**config.mk**
```make
export PLATFORM = sky130hd
export DESIGN_NAME = brew_sequencer
export DESIGN_NICKNAME = d
export VERILOG_FILES = /design/src/rtl/brew_sequencer.sv
export SDC_FILE = /design/constraint.sdc
export NUM_CORES = 1
export LEC_CHECK = 0
export BUFFER_PORTS_ARGS = -buffer_cell sky130_fd_sc_hd__buf_2
export CORE_AREA = 8 8 72 74
export CTS_CLUSTER_SIZE = 12
export DETAILED_ROUTE_END_ITERATION = 8
export DIE_AREA = 0 0 80 82
export PLACE_DENSITY = 0.83
export SLEW_MARGIN = 15
export SYNTH_ARGS = -nofsm -noshare
export SYNTH_HDL_FRONTEND = slang
export SYNTH_SLANG_ARGS = --single-unit
export TNS_END_PERCENT = 50
```
**constraint.sdc**
```tcl
create_clock -name clk -period 5.6 [get_ports clk]
set_clock_uncertainty 0.05 [all_clocks]
set_input_delay 0.56 -clock clk [delete_from_list [all_inputs] [get_ports clk]]
set_output_delay 0.56 -clock clk [all_outputs]
set_load 0.005 [all_outputs]
```
**src/rtl/brew_sequencer.sv**
```systemverilog
// Drink-cycle sequencer: IDLE -> WATER -> HEAT -> BREW -> MILK -> DONE with recipe table and prescaled tick.
// All outputs registered; one-cycle response to button pulses, countdown advances on each prescaler tick.
module brew_sequencer #(
    parameter int CLK_DIV  = 50000,
    parameter int N_DRINKS = 4,
    parameter int TIME_W   = 8
) (
    input  logic                        clk,
    input  logic                        rst_n,
    input  logic                        btnl,
    input  logic                        btnr,
    input  logic                        btnd,
    input  logic                        btnp,
    input  logic                        btnu,
    input  logic [3:0]                  speed,
    output logic [$clog2(N_DRINKS)-1:0] drink_sel,
    output logic [2:0]                  stage,
    output logic [TIME_W-1:0]           remaining,
    output logic                        busy,
    output logic                        paused,
    output logic [7:2]                  led
);

    localparam int SEL_W = $clog2(N_DRINKS);
    localparam int PW    = $clog2(CLK_DIV);

    typedef enum logic [2:0] {
        ST_IDLE  = 3'd0,
        ST_WATER = 3'd1,
        ST_HEAT  = 3'd2,
        ST_BREW  = 3'd3,
        ST_MILK  = 3'd4,
        ST_DONE  = 3'd5
    } stage_t;

    function automatic logic [TIME_W-1:0] stage_dur(input stage_t s, input logic [SEL_W-1:0] d);
        int unsigned v;
        v = 0;
        case (s)
            ST_WATER: v = 32'd4 + 32'd2 * 32'(d);
            ST_HEAT:  v = 32'd6;
            ST_BREW:  v = 32'd8 + 32'd4 * 32'(d);
            ST_MILK:  v = 32'd3 * 32'(d);
            default:  v = 32'd0;
        endcase
        return TIME_W'(v);
    endfunction

    // First later stage with a non-zero duration; DONE if none remain.
    function automatic stage_t next_stage(input stage_t s, input logic [SEL_W-1:0] d);
        stage_t r;
        r = ST_DONE;
        for (int i = 4; i >= 1; i--) begin
            if (i > int'(s) && stage_dur(stage_t'(3'(i)), d) != '0) begin
                r = stage_t'(3'(i));
            end
        end
        return r;
    endfunction

    stage_t             stage_q, stage_d;
    logic [SEL_W-1:0]   drink_sel_q, drink_sel_d;
    logic [TIME_W-1:0]  remaining_q, remaining_d;
    logic [PW-1:0]      presc_q, presc_d;
    logic               paused_q, paused_d;
    logic               busy_q, busy_d;
    logic [7:2]         led_q, led_d;

    logic               stage_busy;
    logic               count_en;
    logic               tick;
    logic [4:0]         step;
    stage_t             nxt_stage;
    logic [TIME_W-1:0]  nxt_dur;

    assign stage_busy = (stage_q inside {ST_WATER, ST_HEAT, ST_BREW, ST_MILK});
    assign count_en   = stage_busy && !paused_q;
    assign tick       = count_en && (presc_q == PW'(CLK_DIV - 1));
    assign step       = (speed == 4'd0) ? 5'd1 : {1'b0, speed};
    assign nxt_stage  = next_stage(stage_q, drink_sel_q);
    assign nxt_dur    = stage_dur(nxt_stage, drink_sel_q);

    always_comb begin
        stage_d     = stage_q;
        drink_sel_d = drink_sel_q;
        remaining_d = remaining_q;
        paused_d    = paused_q;
        presc_d     = presc_q;
        if (count_en) begin
            presc_d = tick ? '0 : presc_q + PW'(1);
        end

        if (stage_busy) begin
            if (btnu) begin
                stage_d     = ST_IDLE;
                remaining_d = '0;
                paused_d    = 1'b0;
                presc_d     = '0;
            end else begin
                if (tick) begin
                    if (32'(remaining_q) > 32'(step)) begin
                        remaining_d = remaining_q - TIME_W'(step);
                    end else begin
                        stage_d     = nxt_stage;
                        remaining_d = nxt_dur;
                    end
                end
                // Tick lands first; a pause that coincides with entering DONE is dropped.
                if (btnp && stage_d != ST_DONE) begin
                    paused_d = !paused_q;
                end
            end
        end else if (stage_q == ST_IDLE) begin
            if (btnd) begin
                stage_d     = nxt_stage;
                remaining_d = nxt_dur;
                presc_d     = '0;
            end else if (btnr && !btnl) begin
                drink_sel_d = (32'(drink_sel_q) == N_DRINKS - 1) ? '0 : drink_sel_q + SEL_W'(1);
            end else if (btnl && !btnr) begin
                drink_sel_d = (drink_sel_q == '0) ? SEL_W'(N_DRINKS - 1) : drink_sel_q - SEL_W'(1);
            end
        end else if (btnd || btnu) begin
            stage_d     = ST_IDLE;
            remaining_d = '0;
            paused_d    = 1'b0;
        end

        busy_d = (stage_d inside {ST_WATER, ST_HEAT, ST_BREW, ST_MILK});
        led_d  = '0;
        case (stage_d)
            ST_WATER: led_d[2] = 1'b1;
            ST_HEAT:  led_d[3] = 1'b1;
            ST_BREW:  led_d[4] = 1'b1;
            ST_MILK:  led_d[5] = 1'b1;
            ST_DONE:  led_d[7] = 1'b1;
            default:  led_d    = '0;
        endcase
        led_d[6] = paused_d;
    end

    always_ff @(posedge clk or negedge rst_n) begin
        if (!rst_n) begin
            stage_q     <= ST_IDLE;
            drink_sel_q <= '0;
            remaining_q <= '0;
            presc_q     <= '0;
            paused_q    <= 1'b0;
            busy_q      <= 1'b0;
            led_q       <= '0;
        end else begin
            stage_q     <= stage_d;
            drink_sel_q <= drink_sel_d;
            remaining_q <= remaining_d;
            presc_q     <= presc_d;
            paused_q    <= paused_d;
            busy_q      <= busy_d;
            led_q       <= led_d;
        end
    end

    assign drink_sel = drink_sel_q;
    assign stage     = stage_q;
    assign remaining = remaining_q;
    assign busy      = busy_q;
    assign paused    = paused_q;
    assign led       = led_q;

endmodule

```
## After elaboration in Yosys (flattened, before gate mapping)

Cells that the tools add are included.

- Bits in registers: 37
- Output and inout port bits: 21
- Logic and storage cells: 105

- $add $sub $neg: 6
- Multiply operators: 1
- Magnitude comparators: 5
- Equality and inequality tests: 18
- Mux-type cells: 42
- Bitwise operators: 2
- Reduce and logical (&&, ||, !) cells: 24

Operators by type and width:

| kind | number |
|---|---|
| 16-bit 2-to-1 mux | 6 |
| 8-bit 2-to-1 mux | 7 |
| 3-bit 2-to-1 mux | 12 |
| 8-bit nonzero test | 3 |
| 5-bit case mux with 4 select lines | 1 |
| 3-bit by 2-bit equality test with 1-bit output, second input constant | 6 |
| 16-bit by 1-bit adder with 16-bit output, second input constant | 1 |
| 16-bit equality test, second input constant | 1 |
| 3-bit equality test, second input constant | 4 |
| 1-bit 2-to-1 mux | 11 |
| 3-bit by 1-bit equality test with 1-bit output, second input constant | 3 |
| 8-bit by 4-bit greater-than comparator with 1-bit output | 1 |
| 1-bit logical AND | 8 |
| 2-bit 2-to-1 mux | 4 |
| 4-bit nonzero test | 2 |
| 8-bit by 4-bit subtractor with 8-bit output | 1 |
| 2-bit by 3-bit greater-than comparator with 1-bit output, first input constant | 2 |
| 3-bit inequality test, second input constant | 2 |
| 4-bit by 4-bit adder with 5-bit output, first input constant | 1 |
| 3-bit by 3-bit adder with 4-bit output, first input constant | 1 |
| 4-bit zero test | 1 |
| 2-bit by 2-bit multiplier with 4-bit output, first input constant | 1 |
| 4-bit 2-to-1 mux | 1 |
| 4-bit AND reduction | 1 |
| 14 further kinds | 17 |

## Depth between registers and ports, before layout

Gate-level depths: netlist (run 1).

- Word-level depth: 16
- Depth in mapped cells: 13
- Gate-level depth less buffers: 13

## Worst setup path after synthesis (run 1)

No wires, ideal clock.

- Path type: input to register
- Start point: input speed[1]
- End point: register busy_q, in the netlist busy
- Data arrival time: 2.671 ns
- Data required time: 5.470 ns
- Slack: 2.799 ns
- Stages on the path: 13
- Buffers on the path: 0
- Cells stage by stage: inv_1 a31o_2 ha_1 inv_1 fa_1 nand3_1 a21oi_1 nor4_4 mux2i_1 and2_1 inv_1 nor2_1 xnor2_1

- Word-level cells in the longest chain between the ends: 11
- Elaborated cells between the ends (all ways): 14

RTL lines:

| what | line | RTL |
|---|---|---|
| start, declared | 15 | `input logic [3:0] speed,` |
| 4-bit zero test | 79 | `assign step = (speed == 4'd0) ? 5'd1 : {1'b0, speed};` |
| 4-bit 2-to-1 mux (*) | 79 |  |
| 8-bit by 4-bit greater-than comparator with 1-bit output (*) | 101 | `if (32'(remaining_q) > 32'(step)) begin` |
| 3-bit 2-to-1 mux (*) | 101 |  |
| 3-bit 2-to-1 mux (*) | 100 | `if (tick) begin` |
| 3-bit 2-to-1 mux (*) | 94 | `if (btnu) begin` |
| 3-bit 2-to-1 mux (*) | 93 | `if (stage_busy) begin` |
| 3-bit 2-to-1 mux (*) | 94 |  |
| 3-bit 2-to-1 mux (*) | 93 |  |
| via stage_d[1] | 61 | `stage_t stage_q, stage_d;` |
| 3-bit by 1-bit equality test with 1-bit output (tied with other cells) | 129 | `busy_d = (stage_d inside {ST_WATER, ST_HEAT, ST_BREW, ST_MILK});` |
| 4-bit nonzero test (*) | 129 |  |
| via busy_d | 66 | `logic busy_q, busy_d;` |
| end signal, assigned | 157 | `busy_q <= busy_d;` |
| end, declared | 66 |  |

The timed path passes the listed nets; every way through them passes the cells marked *. The select of a mux whose other input is x is not followed.
A chain may end at the register's enable or synchronous reset.

## Worst setup path in the final report (run 1)

- Start point: register stage_q[2], in the netlist stage[2]
- End point: register remaining_q[7], in the netlist remaining[7]

- Word-level cells in the longest chain between the ends: 6
- Elaborated cells between the ends (all ways): 14

RTL lines:

| what | line | RTL |
|---|---|---|
| start, declared | 61 |  |
| start signal, assigned | 152 | `stage_q <= stage_d;` |
| 3-bit by 1-bit equality test with 1-bit output (tied with other cells) | 76 | `assign stage_busy = (stage_q inside {ST_WATER, ST_HEAT, ST_BREW, ST_MILK});` |
| 4-bit nonzero test | 76 |  |
| 1-bit logical AND | 77 | `assign count_en = stage_busy && !paused_q;` |
| 1-bit logical AND | 78 | `assign tick = count_en && (presc_q == PW'(CLK_DIV - 1));` |
| 3-bit by 2-bit inequality test with 1-bit output (no line) | - |  |
| 3-bit AND reduction (no line) | - |  |
| end signal, assigned | 154 | `remaining_q <= remaining_d;` |
| end, declared | 63 | `logic [TIME_W-1:0] remaining_q, remaining_d;` |

Several ways; a longest one is shown, not always the timed one.

==> results of run 1 <==
[worst paths after layout]
path	cells after the start	slack, ns	to
setup / recovery	7	2.65	remaining[7]$_DFFE_PN0P_
min in group clk	2	0.46	remaining[2]$_DFFE_PN0P_
max in group asynchronous	1	4.68	led[3]$_DFF_PN0_
hold / removal	1	0.30	presc_q[15]$_DFF_PN0_
setup reg to reg	7	2.65	remaining[7]$_DFFE_PN0P_
hold reg to reg	2	0.46	remaining[2]$_DFFE_PN0P_
[routing by layer]
layer  wire (um)  global-route usage, %
met1        2310                   21.9
met4          48                   6.18
met2        2360                   27.6
met3         362                   4.05
met5           0                      0
[cell families (layout without fill, tap and decap cells)]
group	Yosys count	count (layout)	share of synthesized area [%]
buffers and inverters	23	53	4.34
multiplexers	5	5	2.22
AO/OA/AOI/OAI	51	51	15.0
AND/OR/NAND/NOR	113	113	25.9
adder cells (fa/ha/maj)	11	11	6.29
XOR/XNOR	19	19	7.21
flip-flops	36	36	39.0
[cell usage in the layout (no fill, tap or decap), types with 3 or more instances in the layout]
| cell | n |
|---|---|
| o21ai_0 | 9 |
| xnor2_1 | 8 |
| a21oi_1 | 13 |
| clkbuf_8 | 7 |
| dfrtp_1 | 36 |
| nor4_1 | 5 |
| o21ai_1 | 5 |
| nor2b_1 | 3 |
| and3_1 | 9 |
| or3_1 | 3 |
| nand3_1 | 10 |
| nand2_1 | 16 |
| a22oi_1 | 3 |
| ha_1 | 10 |
| nor3_1 | 7 |
| buf_2 | 31 |
| xor2_1 | 11 |
| inv_1 | 13 |
| nor2_1 | 37 |
| nand4_1 | 5 |
| mux2i_1 | 4 |
[power by group through the flow]
stage                     logic (mW)  registers (mW)  clock network [mW]
after floorplan                0.476           0.382                   0
after global placement         0.603           0.398                   0
after detailed placement       0.617           0.401                   0
after CTS                      0.625           0.397               0.256
after global routing           0.705           0.407               0.268
final                          0.623           0.398               0.251
[per-stage QoR]
stage	instance area, um^2	power [mW]	instances	hold slack, ns	utilization, %
6_report	2610	1.27	340	0.303	62.9
5_1_grt	2610	1.38	340	0.372	62.9
4_1_cts	2610	1.28	340	0.332	62.9
3_5_place_dp	2480	1.02	332	0.449	59.8
3_3_place_gp	2480	1.00	332	0.447	59.8
2_1_floorplan	2310	0.858	258	0.214	-
[worst register-to-register path: stages, from the launching register on]
cell and delay, ns:
dfrtp_1 0.70, nor3_1 0.23, or4_4 0.61, nor2_4 0.13
a21boi_1 0.08, a311o_1 0.54, or2_1 0.34, o31ai_2 0.21
[state kept, by name, summed over array words and instances, names as in the netlist]
register / count
presc_q: 16
remaining: 8
led: 6
stage: 3
drink_sel: 2
busy: 1
[layout make-up]
type	instances	area [um^2]	share of cell area [%]
inverter	14	52.6	2.02
tap	52	65.1	2.50
sequential	36	901	34.6
multi-input combinational	199	1310	50.1
timing repair buffer	31	155	5.95
clock inverter	1	30.0	1.15
clock buffer	7	96.3	3.70
==> flow_metrics.py, run 1 <==
metrics = {
    "pwr": {
        "p_sw_share_pct": 42.6,
        "internal_power_mw": 0.731,
        "p_per_area_nw_per_um2": 488,
        "combPwrFrac_pct": 49.0,
        "power_frac_seq_pct": 31.3,
        "power.clock.fraction_pct": 19.7,
        "switchingPower_mw": 0.542,
        "power.leakage_nw": 1.22,
        "peakVddDrop_mv": 0.238,
    },
    "status": {
        "status": "complete, no violations",
    },
    "min_path": {
        "hold_class": "input pin to asynchronous set/reset pin",
    },
    "floorplan": {
        "core_um2": 4140,
        "rows": 24,
        "die_width_um": 80,
        "start_util_pct": 55.7,
        "ios": 32,
        "die_h_um": 82,
        "die_area_um2": 6560,
    },
    "placement": {
        "gp_congestion": 0.868,
        "io_buffers": 31,
        "pre_cts_slack_ns": 2.45,
        "dp_hpwl_mm": 3.61,
    },
    "sta": {
        "tightest_slew_ns": 1.07,
        "min_period_ns": 2.95,
        "period_share_pct": 52.6,
        "setup_tns_ns": 0,
        "hold_violations": 0,
        "max_freq_mhz": 339,
        "fin_ws_ns": 2.65,
        "rsz0062_at_grt": "no",
        "max_slew_margin_pct": 27.9,
        "setup_viol": 0,
        "final-max-slew-violation-count": 0,
    },
    "yosys": {
        "yosysMostFrequentCell": "nor2_1",
        "synthTopCellsByCount": "nor2_1 (37), dfrtp_1 (36), nand2_1 (16)",
        "async_reset_ff_share_pct": 100,
        "yosysWarnings": 0,
        "yosysTopAreaCell": "dfrtp_1",
        "synth-edff-count": 0,
        "syn_nets": 280,
        "ys_ff_latch": 36,
        "syn_avg_cell_area_um2": 8.94,
        "synth_top_area_share_pct": 39.0,
        "synthCells": 258,
        "synth_cell_types": 58,
        "yosys-top-cells-area": "dfrtp_1 (39%), nor2_1 (6.0%), ha_1 (5.4%), xor2_1 (4.2%), xnor2_1 (3.0%)",
        "syn_area_um2": 2310,
        "yosysSeqAreaShare_pct": 39.0,
        "ys.flop_type": "dfrtp_1",
    },
    "critical_path": {
        "required_ns": 5.76,
        "worst_path_largest_cell_delay_ns": 0.70,
        "crit_chain": "nor3_1 > or4_4 > nor2_4 > a21boi_1 > a311o_1 > or2_1 > o31ai_2",
        "cp.arrival_ns": 3.11,
        "cp_max_fo": 19,
        "crit_path_top_delay_cell": "dfrtp_1",
        "crit_type": "flip-flop to flip-flop",
        "cp-start-kind": "flip-flop",
        "critical_path_buf_inv_count": 0,
        "crit_path_start": "stage[2]$_DFF_PN0_",
        "crit_family": "simple AND/OR/NAND/NOR gates",
        "worstSetupEndpointType": "flip-flop",
        "timing.rr.start": "stage[2]$_DFF_PN0_",
    },
    "detailed_routing": {
        "wl_mm": 5.08,
        "drcViolationCount": 0,
        "ant_nets": 0,
        "dr.first_iter.drc_count": 150,
        "viasPerCell": 5.80,
        "vias": 1971,
        "wl_per_cell_um": 14.9,
        "dr.pass1.iters": 4,
    },
    "global_route": {
        "grt_pass1_vias": 1968,
        "grt_max_degree": 37,
        "grt_overflow": 0,
        "antenna_found_initial": 0,
        "grt_usage_pct": 17.2,
        "grt_pass1_wl_mm": 9.00,
    },
    "layout": {
        "areaGrowthSynthToFinish_pct": 13.0,
        "diodes": 0,
        "fillers": 364,
        "layout.nets": 309,
        "drive_gt1_share_pct": 17.7,
    },
    "clock_tree": {
        "path_clk_slew_ns": 0.08,
        "cts_tree": "built",
        "cts_hold_buf": 0,
        "clk_path_buf_depth": 2,
        "post_cts_resized": 0,
        "cts_sinks": 36,
        "h-tree-depth": 2,
        "cts_root_buffer": "clkbuf_8",
        "cts_buffers": 5,
        "cts_setup_buffers": 0,
        "insertion_delay_ns": 0.29,
    },
    "job": {
        "cap_violations": 0,
    },
}
(Power assumes the default switching activity.)
==> run 2, diff against run 1 <==
CORE_AREA = 8 8 73 75   (was 8 8 72 74)
DIE_AREA = 0 0 81 83   (was 0 0 80 82)
PLACE_DENSITY = 0.8   (was 0.83)
clock period = 2.99 ns   (was 5.6 ns; I/O delays follow)
==> flow_metrics.py, run 2 (synthesized netlist as in run 1, its figures left out) <==
metrics = {
    "status": {
        "status": "complete, no violations",
    },
    "global_route": {
        "grt_pass1_wl_mm": 8.67,
        "grt_pass1_vias": 1890,
        "grt_max_degree": 37,
        "grt_usage_pct": 15.8,
        "grt_overflow": 0,
        "antenna_found_initial": 0,
    },
    "floorplan": {
        "die_h_um": 83,
        "start_util_pct": 54.9,
        "die_width_um": 81,
        "ios": 32,
        "core_um2": 4200,
        "die_area_um2": 6720,
        "rows": 24,
    },
    "clock_tree": {
        "cts_buffers": 5,
        "cts_tree": "built",
        "post_cts_resized": 0,
        "clk_path_buf_depth": 2,
        "path_clk_slew_ns": 0.08,
        "cts_hold_buf": 0,
        "insertion_delay_ns": 0.30,
        "cts_root_buffer": "clkbuf_8",
        "cts_setup_buffers": 0,
        "cts_sinks": 36,
        "h-tree-depth": 2,
    },
    "critical_path": {
        "crit_chain": "inv_1 > ha_1 > inv_1 > fa_1 > nand3_1 > a21oi_1 > nor4_4 > mux2i_1 > and2_1 > inv_1 > nor2_1 > xnor2_1",
        "path_common_cell": "inv_1",
        "cp_max_fo": 5,
        "crit_path_top_delay_cell": "nor4_4",
        "worstSetupEndpointType": "flip-flop",
        "worst_path_largest_cell_delay_ns": 0.43,
        "crit_type": "flip-flop to flip-flop",
        "rr_worst_depth": 12,
        "cp.arrival_ns": 2.83,
        "required_ns": 3.15,
        "cp-start-kind": "flip-flop",
    },
    "placement": {
        "dp_hpwl_mm": 3.71,
        "gp_congestion": 0.848,
        "io_buffers": 31,
    },
    "layout": {
        "mostFrequentLayoutCells": "nor2_1 (37), dfrtp_1 (36), buf_2 (31)",
        "diodes": 0,
        "drive_gt1_share_pct": 18.8,
        "largest_reg_flops": 16,
        "final_common_cell": "nor2_1",
        "areaGrowthSynthToFinish_pct": 13.3,
        "largest_register": "presc_q",
        "layout.nets": 314,
    },
    "sta": {
        "setup_viol": 0,
        "rsz0062_at_grt": "no",
        "max_freq_mhz": 375,
        "setup_tns_ns": 0,
        "period_share_pct": 89.2,
        "min_period_ns": 2.67,
        "hold_violations": 0,
        "max_slew_margin_pct": 45.2,
        "tightest_slew_ns": 0.815,
        "final-max-slew-violation-count": 0,
        "whs_ns": 0.0238,
    },
    "detailed_routing": {
        "viasPerCell": 5.71,
        "vias": 1965,
        "drcViolationCount": 0,
        "dr.first_iter.drc_count": 144,
        "ant_nets": 0,
        "wl_mm": 4.93,
        "wl_per_cell_um": 14.3,
        "dr.pass1.iters": 4,
    },
    "pwr": {
        "p_per_area_nw_per_um2": 886,
        "power.leakage_nw": 1.24,
        "peakVddDrop_mv": 0.554,
    },
    "job": {
        "cap_violations": 0,
    },
    "min_path": {
        "hold_class": "input pin to asynchronous set/reset pin",
    },
}
[run 2: cell types whose count changed in the layout (fill, tap and decap cells not counted), sizes merged]
cell and change:
buf +5, bufinv -1
[run 2: metrics by stage]
step	utilization [%]	setup WS, ns	power (mW)	instances	instance area, um^2
after detailed placement	59.9	0.109	1.95	337	2520
after CTS	62.2	0.304	2.33	344	2610
final	62.2	0.322	2.31	344	2610
after global placement	59.9	0.212	1.92	337	2520
after floorplan	-	0.450	1.61	258	2310
after global routing	62.2	0.0242	2.52	344	2610
[run 2: worst max-delay path, delay by kind of cell (launching register included)]
family | cells | cell delay, ns
AO/OA/AOI/OAI | 1 | 0.12
XOR/XNOR | 1 | 0.12
adder cells (fa/ha/maj) | 2 | 0.57
buffers and inverters | 3 | 0.24
flip-flops | 1 | 0.38
multiplexers | 1 | 0.21
AND/OR/NAND/NOR | 4 | 0.89
[run 2: final timing paths]
check | startpoint | to | slack [ns]
setup / recovery | remaining[0]$_DFFE_PN0P_ | busy$_DFF_PN0_ | 0.32
setup reg to reg | remaining[0]$_DFFE_PN0P_ | busy$_DFF_PN0_ | 0.32
hold reg to reg | remaining[7]$_DFFE_PN0P_ | remaining[7]$_DFFE_PN0P_ | 0.47
min in group clk | btnu | stage[2]$_DFF_PN0_ | 0.35
hold / removal | rst_n | led[4]$_DFF_PN0_ | 0.02
max in group asynchronous | rst_n | presc_q[15]$_DFF_PN0_ | 2.36
[run 2: layer usage]
layer	up-vias	routed length [um]	track usage, %
met5	-	0	0
met4	0	94	7.32
met3	9	289	4.74
met2	48	2300	23.5
met1	922	2250	20.2
li1	986	-	-
[run 2: power breakdown]
group,switching (mW),internal (mW),total (mW)
registers,0.118,0.598,0.717
logic,0.718,0.509,1.23
clock network,0.167,0.205,0.372
total,1.00,1.31,2.31
[run 2: cell type report]
type | instances | area [um^2]
Fill cell | 359 | 1590
Multi-Input combinational cell | 199 | 1310
Sequential cell | 36 | 901
Timing Repair Buffer | 36 | 193
Clock buffer | 7 | 96.3
Tap cell | 52 | 65.1
Inverter | 14 | 52.6
